File: src/rtl/mem_arbiter_if.sv
// Bus bundle for mem_arbiter: I-cache miss port, D-cache miss/write-back port,
// and the shared main-memory port.
interface mem_arbiter_if #(
  parameter int ADDR_W = 6,
  parameter int DATA_W = 128
);
  logic              i_read;
  logic [ADDR_W-1:0] i_address;
  logic [DATA_W-1:0] i_readdata;
  logic              i_busywait;

  logic              d_read;
  logic              d_write;
  logic [ADDR_W-1:0] d_address;
  logic [DATA_W-1:0] d_writedata;
  logic [DATA_W-1:0] d_readdata;
  logic              d_busywait;

  logic              m_read;
  logic              m_write;
  logic [ADDR_W-1:0] m_address;
  logic [DATA_W-1:0] m_writedata;
  logic [DATA_W-1:0] m_readdata;
  logic              m_busywait;

  logic              owner;

  // Arbiter view
  modport slave (
    input  i_read, i_address, d_read, d_write, d_address, d_writedata,
    input  m_readdata, m_busywait,
    output i_readdata, i_busywait, d_readdata, d_busywait,
    output m_read, m_write, m_address, m_writedata, owner
  );

  // Environment view (caches and memory)
  modport master (
    output i_read, i_address, d_read, d_write, d_address, d_writedata,
    output m_readdata, m_busywait,
    input  i_readdata, i_busywait, d_readdata, d_busywait,
    input  m_read, m_write, m_address, m_writedata, owner
  );
endinterface

File: src/rtl/mem_arbiter.sv
// Round-robin arbiter sharing one block-memory port between the I-cache and
// D-cache miss paths; sequences READ/WRITE/BUSYWAIT and stalls the requester.
module mem_arbiter #(
  parameter int ADDR_W = 6,
  parameter int DATA_W = 128
) (
  input  logic          clk_i,
  input  logic          rst_ni,
  mem_arbiter_if.slave  bus
);

  typedef enum logic [1:0] {
    S_IDLE    = 2'd0,
    S_ISSUE   = 2'd1,
    S_WAIT    = 2'd2,
    S_RELEASE = 2'd3
  } state_e;

  state_e            state_q, state_d;
  logic              owner_q, owner_d;
  logic              m_read_q, m_read_d;
  logic              m_write_q, m_write_d;
  logic [ADDR_W-1:0] m_address_q, m_address_d;
  logic [DATA_W-1:0] m_writedata_q, m_writedata_d;
  logic [DATA_W-1:0] i_readdata_q, i_readdata_d;
  logic [DATA_W-1:0] d_readdata_q, d_readdata_d;

  logic i_pend_s;
  logic d_pend_s;
  logic req_any_s;
  logic grant_d_s;
  logic release_s;

  assign i_pend_s  = bus.i_read;
  assign d_pend_s  = bus.d_read | bus.d_write;
  assign req_any_s = i_pend_s | d_pend_s;
  // On a tie the port that did not win last time gets the grant
  assign grant_d_s = d_pend_s & (~i_pend_s | ~owner_q);
  assign release_s = (state_q == S_RELEASE);

  // State register
  always_ff @(posedge clk_i or negedge rst_ni) begin
    if (!rst_ni) begin
      state_q <= S_IDLE;
    end else begin
      state_q <= state_d;
    end
  end

  // Next-state logic
  always_comb begin
    state_d = state_q;
    case (state_q)
      S_IDLE: begin
        if (req_any_s) state_d = S_ISSUE;
        else           state_d = S_IDLE;
      end
      S_ISSUE: begin
        if (bus.m_busywait) state_d = S_WAIT;
        else                state_d = S_ISSUE;
      end
      S_WAIT: begin
        if (!bus.m_busywait) state_d = S_RELEASE;
        else                 state_d = S_WAIT;
      end
      S_RELEASE: state_d = S_IDLE;
      default:   state_d = S_IDLE;
    endcase
  end

  // Next values of the registered memory strobes, owner and returned blocks
  always_comb begin
    owner_d       = owner_q;
    m_read_d      = m_read_q;
    m_write_d     = m_write_q;
    m_address_d   = m_address_q;
    m_writedata_d = m_writedata_q;
    i_readdata_d  = i_readdata_q;
    d_readdata_d  = d_readdata_q;
    case (state_q)
      S_IDLE: begin
        if (req_any_s) begin
          owner_d = grant_d_s;
          if (grant_d_s) begin
            // Read+write together is a write; write wins
            m_write_d     = bus.d_write;
            m_read_d      = ~bus.d_write;
            m_address_d   = bus.d_address;
            m_writedata_d = bus.d_writedata;
          end else begin
            m_write_d   = 1'b0;
            m_read_d    = 1'b1;
            m_address_d = bus.i_address;
          end
        end else begin
          owner_d = owner_q;
        end
      end
      S_ISSUE: begin
        m_read_d = m_read_q;
      end
      S_WAIT: begin
        if (!bus.m_busywait) begin
          m_read_d  = 1'b0;
          m_write_d = 1'b0;
          if (m_read_q && owner_q) begin
            d_readdata_d = bus.m_readdata;
          end else if (m_read_q) begin
            i_readdata_d = bus.m_readdata;
          end else begin
            d_readdata_d = d_readdata_q;
          end
        end else begin
          m_read_d = m_read_q;
        end
      end
      S_RELEASE: begin
        m_read_d = m_read_q;
      end
      default: begin
        m_read_d  = 1'b0;
        m_write_d = 1'b0;
      end
    endcase
  end

  // Datapath and strobe registers
  always_ff @(posedge clk_i or negedge rst_ni) begin
    if (!rst_ni) begin
      owner_q       <= 1'b0;
      m_read_q      <= 1'b0;
      m_write_q     <= 1'b0;
      m_address_q   <= {ADDR_W{1'b0}};
      m_writedata_q <= {DATA_W{1'b0}};
      i_readdata_q  <= {DATA_W{1'b0}};
      d_readdata_q  <= {DATA_W{1'b0}};
    end else begin
      owner_q       <= owner_d;
      m_read_q      <= m_read_d;
      m_write_q     <= m_write_d;
      m_address_q   <= m_address_d;
      m_writedata_q <= m_writedata_d;
      i_readdata_q  <= i_readdata_d;
      d_readdata_q  <= d_readdata_d;
    end
  end

  // Stall is combinational so a fresh request stalls in its own cycle
  assign bus.i_busywait  = i_pend_s & ~(release_s & ~owner_q);
  assign bus.d_busywait  = d_pend_s & ~(release_s & owner_q);
  assign bus.m_read      = m_read_q;
  assign bus.m_write     = m_write_q;
  assign bus.m_address   = m_address_q;
  assign bus.m_writedata = m_writedata_q;
  assign bus.i_readdata  = i_readdata_q;
  assign bus.d_readdata  = d_readdata_q;
  assign bus.owner       = owner_q;

endmodule
File: src/flat_wrapper.sv
// flat-port wrapper written by rule: the top's interface ports become plain ports
module mem_arbiter_flat 
#(
  parameter int ADDR_W = 6,
  parameter int DATA_W = 128
)
  (clk_i, rst_ni, bus_i_read, bus_i_address, bus_d_read, bus_d_write, bus_d_address, bus_d_writedata, bus_m_readdata, bus_m_busywait, bus_i_readdata, bus_i_busywait, bus_d_readdata, bus_d_busywait, bus_m_read, bus_m_write, bus_m_address, bus_m_writedata, bus_owner);
  mem_arbiter_if #(.ADDR_W(ADDR_W), .DATA_W(DATA_W)) bus_i ();
  input  logic clk_i;
  input  logic rst_ni;
  input wire logic [$bits(bus_i.i_read)-1:0] bus_i_read;
  input wire logic [$bits(bus_i.i_address)-1:0] bus_i_address;
  input wire logic [$bits(bus_i.d_read)-1:0] bus_d_read;
  input wire logic [$bits(bus_i.d_write)-1:0] bus_d_write;
  input wire logic [$bits(bus_i.d_address)-1:0] bus_d_address;
  input wire logic [$bits(bus_i.d_writedata)-1:0] bus_d_writedata;
  input wire logic [$bits(bus_i.m_readdata)-1:0] bus_m_readdata;
  input wire logic [$bits(bus_i.m_busywait)-1:0] bus_m_busywait;
  output wire logic [$bits(bus_i.i_readdata)-1:0] bus_i_readdata;
  output wire logic [$bits(bus_i.i_busywait)-1:0] bus_i_busywait;
  output wire logic [$bits(bus_i.d_readdata)-1:0] bus_d_readdata;
  output wire logic [$bits(bus_i.d_busywait)-1:0] bus_d_busywait;
  output wire logic [$bits(bus_i.m_read)-1:0] bus_m_read;
  output wire logic [$bits(bus_i.m_write)-1:0] bus_m_write;
  output wire logic [$bits(bus_i.m_address)-1:0] bus_m_address;
  output wire logic [$bits(bus_i.m_writedata)-1:0] bus_m_writedata;
  output wire logic [$bits(bus_i.owner)-1:0] bus_owner;
  assign bus_i.i_read = bus_i_read;
  assign bus_i.i_address = bus_i_address;
  assign bus_i.d_read = bus_d_read;
  assign bus_i.d_write = bus_d_write;
  assign bus_i.d_address = bus_d_address;
  assign bus_i.d_writedata = bus_d_writedata;
  assign bus_i.m_readdata = bus_m_readdata;
  assign bus_i.m_busywait = bus_m_busywait;
  assign bus_i_readdata = bus_i.i_readdata;
  assign bus_i_busywait = bus_i.i_busywait;
  assign bus_d_readdata = bus_i.d_readdata;
  assign bus_d_busywait = bus_i.d_busywait;
  assign bus_m_read = bus_i.m_read;
  assign bus_m_write = bus_i.m_write;
  assign bus_m_address = bus_i.m_address;
  assign bus_m_writedata = bus_i.m_writedata;
  assign bus_owner = bus_i.owner;
  mem_arbiter #(.ADDR_W(ADDR_W), .DATA_W(DATA_W)) u_core (.clk_i(clk_i), .rst_ni(rst_ni), .bus(bus_i));
endmodule
File: config.mk
export PLATFORM = sky130hd
export DESIGN_NAME = mem_arbiter_flat
export DESIGN_NICKNAME = d
export VERILOG_FILES = /design/src/rtl/mem_arbiter_if.sv /design/src/rtl/mem_arbiter.sv /design/src/flat_wrapper.sv
export SDC_FILE = /design/constraint.sdc
export NUM_CORES = 1
export LEC_CHECK = 0
export ABC_AREA = 1
export BUFFER_PORTS_ARGS = -buffer_cell sky130_fd_sc_hd__buf_2
export CAP_MARGIN = 20
export CORE_AREA = 2 2 262 264
export DETAILED_ROUTE_END_ITERATION = 10
export DIE_AREA = 0 0 264 266
export PLACE_DENSITY_LB_ADDON = 0.3
export RECOVER_POWER = 50
export SYNTH_ARGS = -nofsm -noshare
export SYNTH_HDL_FRONTEND = slang
export SYNTH_SLANG_ARGS = --single-unit
export TNS_END_PERCENT = 10
File: constraint.sdc
create_clock -name clk_i -period 1.2 [get_ports clk_i]
set_input_delay 0 -clock clk_i [delete_from_list [all_inputs] [get_ports clk_i]]
set_output_delay 0 -clock clk_i [all_outputs]
set_load 0.02 [all_outputs]
# Word-level counts from Yosys, hierarchy flattened

Index checks and enable logic that the tools add are counted.

Register bits: 395
Bits of input ports: 274
Output and inout bits: 395
Word-level logic and storage cells: 51

Equality and inequality tests: 5
Mux-type cells: 12
Bitwise operators: 16
Reductions and logical operators: 10

Operators with widths:

| operator           | number |
|---|---|
| $reduce_and 3->1   | 4 |
| $not 1->1          | 8 |
| $pmux 2 s4         | 1 |
| $mux 1             | 7 |
| $mux 6             | 1 |
| $and 1x1->1        | 5 |
| $eq 2x2->1 const B | 2 |
| $pmux 1 s2         | 2 |
| $reduce_and 4->1   | 1 |
| $or 1x1->1         | 3 |
| $eq 2x1->1 const B | 1 |
| $logic_not 2->1    | 1 |
| $mux 2             | 1 |
| $ne 2x1->1 const B | 1 |
| $ne 2x2->1 const B | 1 |
| $reduce_and 2->1   | 1 |
| $reduce_bool 2->1  | 1 |
| $reduce_or 2->1    | 1 |
| $logic_and 1x1->1  | 1 |

# Longest topological paths before layout

Gate-level depths: netlist (run 1).

Depth in word-level cells: 6
Depth in mapped cells: 8
Depth with buffers taken out: 6

# Worst setup path before layout (run 1)

Ideal clock, no wire load.

Path kind: register -> register
Start point: register u_core.owner_q, in the netlist u_core.bus.owner
End point: register u_core.m_writedata_q[118], in the netlist u_core.bus.m_writedata[118]
Setup time: 126 ps
Arrival: 1224 ps
Required time: 1074 ps
Slack: -150 ps
Cell stages (with the launch flop): 7
Buffers on the path: 2
Period minus slack after synthesis: 1350 ps
Cells stage by stage: dfrtp_1 nand2_2 nand3_1 buf_2 buf_4 nand2_1 o21ai_0

Longest elaborated chain between the ends: 4

RTL lines:

| what                              | RTL line           | text |
|---|---|---|
| from (decl)                       | mem_arbiter.sv:20  | `logic owner_q, owner_d;` |
| from (signal assigned)            | mem_arbiter.sv:138 | `owner_q <= owner_d;` |
| $not 1->1                         | mem_arbiter.sv:38  | `assign grant_d_s = d_pend_s & (~i_pend_s \| ~owner_q);` |
| $or 1x1->1                        | mem_arbiter.sv:38  |  |
| $and 1x1->1                       | mem_arbiter.sv:38  |  |
| $reduce_and 3->1 (no source line) | -                  |  |
| to (signal assigned)              | mem_arbiter.sv:134 | `m_writedata_q <= {DATA_W{1'b0}};` |
| to (signal assigned)              | mem_arbiter.sv:142 | `m_writedata_q <= m_writedata_d;` |
| to (decl)                         | mem_arbiter.sv:24  | `logic [DATA_W-1:0] m_writedata_q, m_writedata_d;` |

Every way passes these cells.
A chain may end at the register's enable or synchronous reset.

==> results list, run 1 <==
- The total area inside the core boundary comes to 67,700 µm².
* Mean Syn Cell Area: 9.50 µm²
- After global routing the overflow that remains totals 0.
- Final hold violations: 0
* Minimum period implied by the final worst setup slack: 1660 ps
- In this run the worst path has a maximum fanout of 3.
- Vias: ~15,000
- In this run, the number of DRC markers left after iteration 0 of detailed routing was 766.
* Critical path required time: around 1200 ps
- The first detailed-routing pass took 5 iterations.
- For this run, the leading register cell type out of synthesis is dfrtp_1.
- Most common cell type on the critical path: buf_6
- When the netlist entered floorplanning its net count stood at 1,857.
- The tree is rooted in a clkbuf_16.
* Vias per inst: 4.18
- The worst setup path is captured at a primary output.
- The first global-routing pass estimated 87.7 mm of wire.
- Number of antenna violations at the first check in global routing: 4
- The slowest stage of the critical path is the dfrtp_1 cell.
- The tool flagged a number of max-cap violations equal to 0.
* Power density normalized to cell area: about 2600 nW/µm²
- Via count of the first global-routing pass: between 15,000 and 20,000
- CTS saw 395 sinks.
* Worst hold path type: in2reg
* Final setup violating endpoints: about 560
* Post-route setup TNS: -130,730 ps
- Input and output buffers added on the ports amount to 668.
- Failing checks: setup timing
- Std-Cell Rows: 96
* Number of synthesized register bits: 395
- Measured against its own limit, the worst slew margin works out to ~56%.
* GRT Overall Usage: 16.0%
- The HPWL after detailed placement is 37.4 mm.
* Clock tree from TritonCTS: built
- After technology mapping, the gate count stands at between 1,500 and 2,000.
- Net count of the finished layout: between 2,000 and 3,000
* Die height: 266 µm
- For this design the static power due to leakage is 0.0143 µW.
- Arrival time worst endpoint: 1660 ps
- Relative to the synthesized area, the layout overhead comes to 76.2%.
* RSZ-0062 raised after global routing: yes
- Counting the buffers created by CTS gives 45.
- The flow ran to the end, but the final reports show violations.
* Count of inserted antenna diode cells: 0
- Number of buffers on the longest clock path: 3
* Clock skew after layout: 15.6 ps
- The Yosys step of the flow raised 0 warnings.
- Skew-Pair Late Insertion Delay: 570 ps
- For this run, the slowest stage of the critical path takes 370 ps.
* Worst VDD drop: 1.48 mV
- The die covers 70,200 µm².
- At the pin with the least slew margin, the transition time is 656 ps.
* DR WL/cell: 17.4 µm
- The initial utilization of the core area, before any placement, comes to 22.2%.
* Clock-pin slew on the worst setup and hold paths: 60 ps
- Walking the worst path, the cells encountered are buf_6, buf_6, inv_4, o31ai_4, inv_1, buf_6.
* H-Tree Level Count: 2
- FMAX: 0.602 GHz
- Setup slack on the critical path of the routed design comes to -462 ps.
- Power comes to between 60,000 and 70,000 µW.
- After synthesis, the share of flip-flops with an asynchronous set or reset is 100%.
* Worst Path Class, Setup: reg2out
- Critical path startpoint category: flip-flop
- Total I/O pin count: 669
- After synthesis the cells add up to 15,000 µm².
- Final routed wirelength across all metal layers: 61.7 mm
* Post-route antenna net violation count: 0
- At the end of routability-driven placement, the weighted congestion stood at 0.812.
* Sequential area share after synthesis: 65.7%
- Entering global routing, the biggest net connects 70 pins.
- Number of different library cells in the post-synthesis netlist: 19
- Layout cells sized above 1: 39.6%
* Worst slack after detailed placement: -290 ps
- From left edge to right edge, the die measures 264 µm.
* Final routed DRC violation total: 0
- Yosys mapped a number of flops with a built-in enable equal to 0.
- The final-report max-slew violation count came to 0.
* Fraction of the cycle the final worst path needs: 139%
-- worst paths after layout --
kind,startpoint,endpoint,slack [ps],depth (start not counted)
worst max-delay path,flip-flop,bus_d_busywait,-460,6
worst min register to register,u_core.bus.i_readdata[65],u_core.bus.i_readdata[65],480,2
min in group asynchronous,rst_ni,u_core.bus.d_readdata[77],490,3
max in group asynchronous,rst_ni,u_core.bus.i_readdata[9],-180,5
worst min-delay path,bus_d_read,u_core.bus.m_address[0],90,7
worst max register to register,flip-flop,u_core.bus.i_readdata[93],-460,9
-- cells in the final DEF, fill, tap and decap left out, drive strengths merged --
master	synthesis	routed
a31oi	1	1
o21ai	387	387
buf	56	785
nand3	16	16
a21oi	1	1
clkinvlp	0	1
dlygate4sd3	0	274
bufinv	0	2
a21boi	1	1
bufbuf	0	1
o211ai	1	1
clkbuf	28	87
nor2	4	4
nand2	414	424
o31ai	1	1
dfrtp	395	395
clkinv	0	13
inv	278	277
-- cells in the mapped netlist (4+ instances only) --
master,instances,area [µm²]
o21ai_1,104,521
clkbuf_1,4,15.0
dfrtp_1,395,9880
o21ai_0,283,1420
clkbuf_2,24,120
buf_2,44,220
nand3_1,16,80.1
nand2_2,4,25.0
buf_4,4,30.0
inv_1,278,1040
buf_6,8,90.1
nand2_1,410,1540
-- cell families (layout without fill, tap and decap cells) --
kind of cell | count (synthesis) | in the layout | synth area share, %
flops | 395 | 395 | 65.7
simple gates | 434 | 444 | 11.1
buf+inv | 362 | 1440 | 10.1
compound gates | 392 | 392 | 13.1
-- sequential cells by signal (all words and copies together) (netlist names), named ones only --
| name | count |
|---|---|
| u_core.bus.owner | 1 |
| u_core.bus.m_read | 1 |
| u_core.bus.m_write | 1 |
| u_core.bus.m_writedata | 128 |
| u_core.bus.i_readdata | 128 |
| u_core.bus.d_readdata | 128 |
| u_core.state_q | 1 |
| u_core.bus.m_address | 6 |
-- power breakdown --
part	internal, µW	switching [µW]	total (µW)
sequential	19800	4010	23800
combinational	12100	19300	31400
clock	7730	5560	13300
total	39600	28900	68500
-- through the flow --
stage	utilization, %	hold slack (ps)	cell area [µm²]	instances
global route	39.1	111	26500	3553
detailed placement	29.3	-114	19900	3124
global placement	29.3	-115	19900	3124
finish	39.1	88.9	26500	3553
CTS	37.8	48.3	25600	3525
floorplan	-	-296	15200	1583
-- critical path, delay by kind of cell, from the launching register on --
kind,cells,cell delay [ps]
AO/OA/AOI/OAI,1,270
flip-flops,1,370
buffers and inverters,5,460
-- routing by layer --
| layer | vias up | part of all wire [%] | GRT usage (%) |
|---|---|---|---|
| met5 | - | 0.078 | 0 |
| met4 | 8 | 2.6 | 4.75 |
| met3 | 106 | 7.1 | 4.60 |
| met2 | 591 | 50 | 28.0 |
| met1 | 7061 | 40 | 18.9 |
| li1 | 7070 | - | - |
-- final cells by class --
cell class,count,area (µm²)
well taps,882,1100
repair buffers,1083,8590
clock buffers,64,1300
inverters,278,1070
clock inverters,15,118
multi-input cells,836,4420
fillers,6614,41300
flip-flops and latches,395,9890
-- repair_timing --
action                     CTS  global route
setup buffers               18             4
resized for setup          320           199
cloned                      30            25
hold endpoints to repair   790             0
hold buffers               274             0
pin swaps                   10            11
setup endpoints to repair  405           406
Power figures use the tool's default switching activity.
==> run 2: changes to the inputs <==
--- a/config.mk
+++ b/config.mk
@@ -5,12 +5,11 @@
 export SDC_FILE = /design/constraint.sdc
 export NUM_CORES = 1
 export LEC_CHECK = 0
-export ABC_AREA = 1
-export BUFFER_PORTS_ARGS = -buffer_cell sky130_fd_sc_hd__buf_2
+export BUFFER_PORTS_ARGS = -buffer_cell sky130_fd_sc_hd__buf_4
 export CAP_MARGIN = 20
-export CORE_AREA = 2 2 262 264
+export CORE_AREA = 2 2 260 262
 export DETAILED_ROUTE_END_ITERATION = 10
-export DIE_AREA = 0 0 264 266
+export DIE_AREA = 0 0 262 264
 export PLACE_DENSITY_LB_ADDON = 0.3
 export RECOVER_POWER = 50
 export SYNTH_ARGS = -nofsm -noshare
==> run 2 against run 1 <==
Effect of this change:
- the flow still finishes with violations (setup timing)
- synthesized cell count is 46% lower
- utilization is 0.48 points higher
- design area is 0.54% lower
- critical path type is now reg2reg
- critical endpoint is now u_core.bus.i_readdata[47]
==> results list, run 2 <==
* Arrival time worst endpoint: 2410 ps (+750 ps)
- Transition time of the tightest slew-check pin: 661 ps (+4.59 ps)
- Total nets after synthesis: 1,134 (-39%)
- Clock-pin slew on the worst setup and hold paths: 60 ps (about the same)
* Cell with the most instances after synthesis: mux2_2
* Outcome: finished with violations
* Hold Path Depth: 5 (-2)
- The remaining max-slew budget at the tightest pin was 55.9% (-0.31 points).
- The number of design-rule violations left by the first detailed-router iteration came to 341 (-55%).
- The count of antenna-violating nets left after detailed routing was 0 (unchanged).
- Cell count of the worst reg-to-reg path: 6 (-3)
- Commonest cells after routing, fill and taps aside: 697 x buf_4, 391 x dfrtp_1, 316 x mux2_2
* Critical path startpoint category: flip-flop
* Wire length of the first global-routing pass: 75.5 mm (-14%)
- The peak fanout along the critical path is 15 (+12).
- Placed cells: 2,445 (-22%)
- H-Tree Level Count: 2 (unchanged)
- The width of the chip is 262 µm (-0.76%).
- Minimum period implied by the final worst setup slack: 1950 ps (+291 ps)
* Met3 track demand over resource in global routing: 3.28% (-1.3 points)
- The max-capacitance violation count was 0 (unchanged).
- Top cells by area, synth: dfrtp_1 67%, mux2_2 30%, buf_2 0.91%, buf_6 0.84%, buf_12 0.27%
* Count of buffers inserted at the top-level ports: 668 (unchanged)
- The overall die area came to 69,200 µm² (-1.5%).
- Number of different library cells in the post-synthesis netlist: 24 (+5)
* Overflow left after global routing: 0 (unchanged)
- The final cell count without fillers came to 2,806 (-21%).
- The worst hold path belongs to the class in2reg.
- Failing checks: setup timing
* Post-synth EDFFs: 0 (unchanged)
* Tightest hold margin: 7.15 ps (-81.8 ps)
- Via count of the first global-routing pass: 12,800 (-15%)
- Number of synthesized register bits: 395 (unchanged)
- Clock tree synthesis selected as its root buffer the cell clkbuf_16.
- The area share of the largest cell type after synthesis came to 66.7% (+0.97 points).
* Worst-case setup margin in the final layout: -753 ps (-291 ps)
- The residual DRC count is 0 (unchanged).
- Layout Area Growth over Synthesis: 77.8%
- Vias: 11,300 (-24%)
* Die height: 264 µm (-0.75%)
- HPWL after DPL: 37.9 mm (+1.5%)
* Net count of the finished layout: 2,172 (-25%)
* First-pass iteration count of the detailed router: 4 (-1)
- The cell leakage power is 0.0126 µW (-12%).
- Finished Core Util: 39.6% (+0.48 points)
- The share of the cycle needed by the critical path after routing is 163% (+24 points).
* Mean Syn Cell Area: 17.2 µm² (+81%)
* Largest net degree at the start of global routing: 82 (+17%)
* FMAX: 0.512 GHz (-15%)
- For this run, the leading register cell type out of synthesis is dfrtp_1.
- The global-route met2 utilization is 25.1% (-2.9 points).
- The number of I/O pins is 669 (unchanged).
- Clock sink count: 395 (unchanged)
* Vias per inst: 4.02 (-3.8%)
* Worst slack after detailed placement: -761 ps (-471 ps)
* DR WL/cell: 18.1 µm (+4.1%)
- Max-slew violation total from the final report: 0 (unchanged)
- Largest area contributor in the netlist: dfrtp_1
- Final routed wirelength across all metal layers: 50.7 mm (-18%)
* Number of instances in the synthesized netlist: 860 (-46%)
* Sequential area share after synthesis: 66.7% (+0.97 points)
- The clock skew after layout was 15.0 ps (-0.571 ps).
- The global-route total usage across every layer came to 14.1% (-1.8 points).
* Type of element capturing the critical path: flip-flop
* Worst Path Class, Setup: reg2reg
- Cell area after synthesis: 14,800 µm² (-1.4%)
* Number of buffers on the longest clock path: 3 (unchanged)
* Final setup violating endpoints: 396 (-29%)
* Synth top cells by count: 396 x mux2_2, 395 x dfrtp_1, 27 x buf_2
- The placeable core region was 66,600 µm² (-1.7%).
- Leaving out fill and tap cells, the most frequent cell in the layout is buf_4.
- Skew-Pair Late Insertion Delay: 560 ps (about the same)
- The number of cell rows came to 95 (-1.0%).
- Final hold violations: 0 (unchanged)
- The starting density of the core is 22.3% (+0.067 points).
* Critical path required time: 1650 ps (+450 ps)
- Power density normalized to cell area: 2770 nW/µm² (+7.2%)
- TritonCTS built the clock tree.
- The initial antenna violation count was 2 (-2).
- The number of CTS-inserted buffers came to 46 (+2.2%).
- The met1 track demand over resource came to 15.9% (-2.9 points).
- Post-route setup TNS: -222,410 ps (-91,690 ps)
- Worst VDD drop: 1.88 mV (+27%)
- The routability congestion estimate came to 0.842 (+3.7%).
- Setup repair after global routing could not meet its margin everywhere.
* Most used routing layer in global routing: met2
- Fraction of registers with async set/reset: 100% (unchanged)
- Ys Warns: 0 (unchanged)
- The proportion of layout cells with a drive suffix above 1 is 63.8% (+24 points).
-- run 2: cell count changes after synthesis, moves of 4 or more --
cell      previous run  this run
o21ai_0            283         3
mux2_2               0       396
clkbuf_2            24         0
inv_1              278         1
nand2_1            410         4
nand3_1             16         3
nand2_2              4         0
buf_2               44        27
o21ai_1            104         0
-- run 2: stage by stage --
step,area [µm²],total power (µW)
5_1_grt,26400,76700
3_5_place_dp,21700,57300
3_3_place_gp,21700,56700
6_report,26400,73000
4_1_cts,26200,73500
2_1_floorplan,14900,40700
-- run 2: where the power goes --
part	switching [µW]	internal, µW
clock network	5660	8760
logic	16800	17600
registers	4010	20200
-- run 2: layout make-up --
| cell class | count | area [µm²] |
|---|---|---|
| diodes | 2 | 5.00 |
| clock buffers | 68 | 1380 |
| clock inverters | 13 | 181 |
| fillers | 6318 | 40200 |
| inverters | 1 | 3.75 |
| multi-input cells | 420 | 4950 |
| flip-flops and latches | 395 | 9890 |
| well taps | 873 | 1090 |
| repair buffers | 1034 | 8850 |
-- run 2: cell families (layout without fill, tap and decap cells) --
| kind of cell | Yosys count | in the layout | synth area share (%) |
|---|---|---|---|
| buffers and inverters | 45 | 1116 | 2.17 |
| other | 0 | 2 | 0 |
| XOR/XNOR | 1 | 1 | 0.0591 |
| multiplexers | 396 | 396 | 30.1 |
| AO/OA/AOI/OAI | 10 | 10 | 0.465 |
| AND/OR/NAND/NOR | 13 | 13 | 0.507 |
| flip-flops | 395 | 395 | 66.7 |
-- run 2: critical path, stage by stage, from the launching register on --
cell,delay [ps]
dfrtp_1,370
or3b_4,400
nor3b_4,240
buf_12,150
buf_12,150
buf_12,180
mux2_2,340
-- run 2: repair_timing --
item	in CTS	in global routing
buffers inserted	1	1
setup endpoints to repair	404	403
hold buffers	274	0
pin swaps	0	1
cloned	0	2
hold endpoints to repair	790	0
resized for setup	54	42
-- run 2: final timing paths --
| path | from | endpoint | slack, ps |
|---|---|---|---|
| worst max-delay path | u_core.state_q[0] | u_core.bus.i_readdata[47] | -750 |
| worst min-delay path | bus_m_busywait | u_core.bus.m_read | 7 |
| worst max register to register | u_core.state_q[0] | u_core.bus.i_readdata[47] | -750 |
| worst min register to register | u_core.bus.d_readdata[79] | u_core.bus.d_readdata[79] | 500 |
| max in group asynchronous | rst_ni | u_core.bus.m_writedata[59] | 60 |
| min in group asynchronous | rst_ni | u_core.bus.m_writedata[13] | 330 |
-- run 2: per-layer routing --
| metal | share of wire, % | vias to the layer above |
|---|---|---|
| met1 | 38 | 5662 |
| met2 | 52 | 344 |
| met5 | 0 | - |
| li1 | - | 5146 |
| met3 | 5.8 | 117 |
| met4 | 4.1 | 0 |
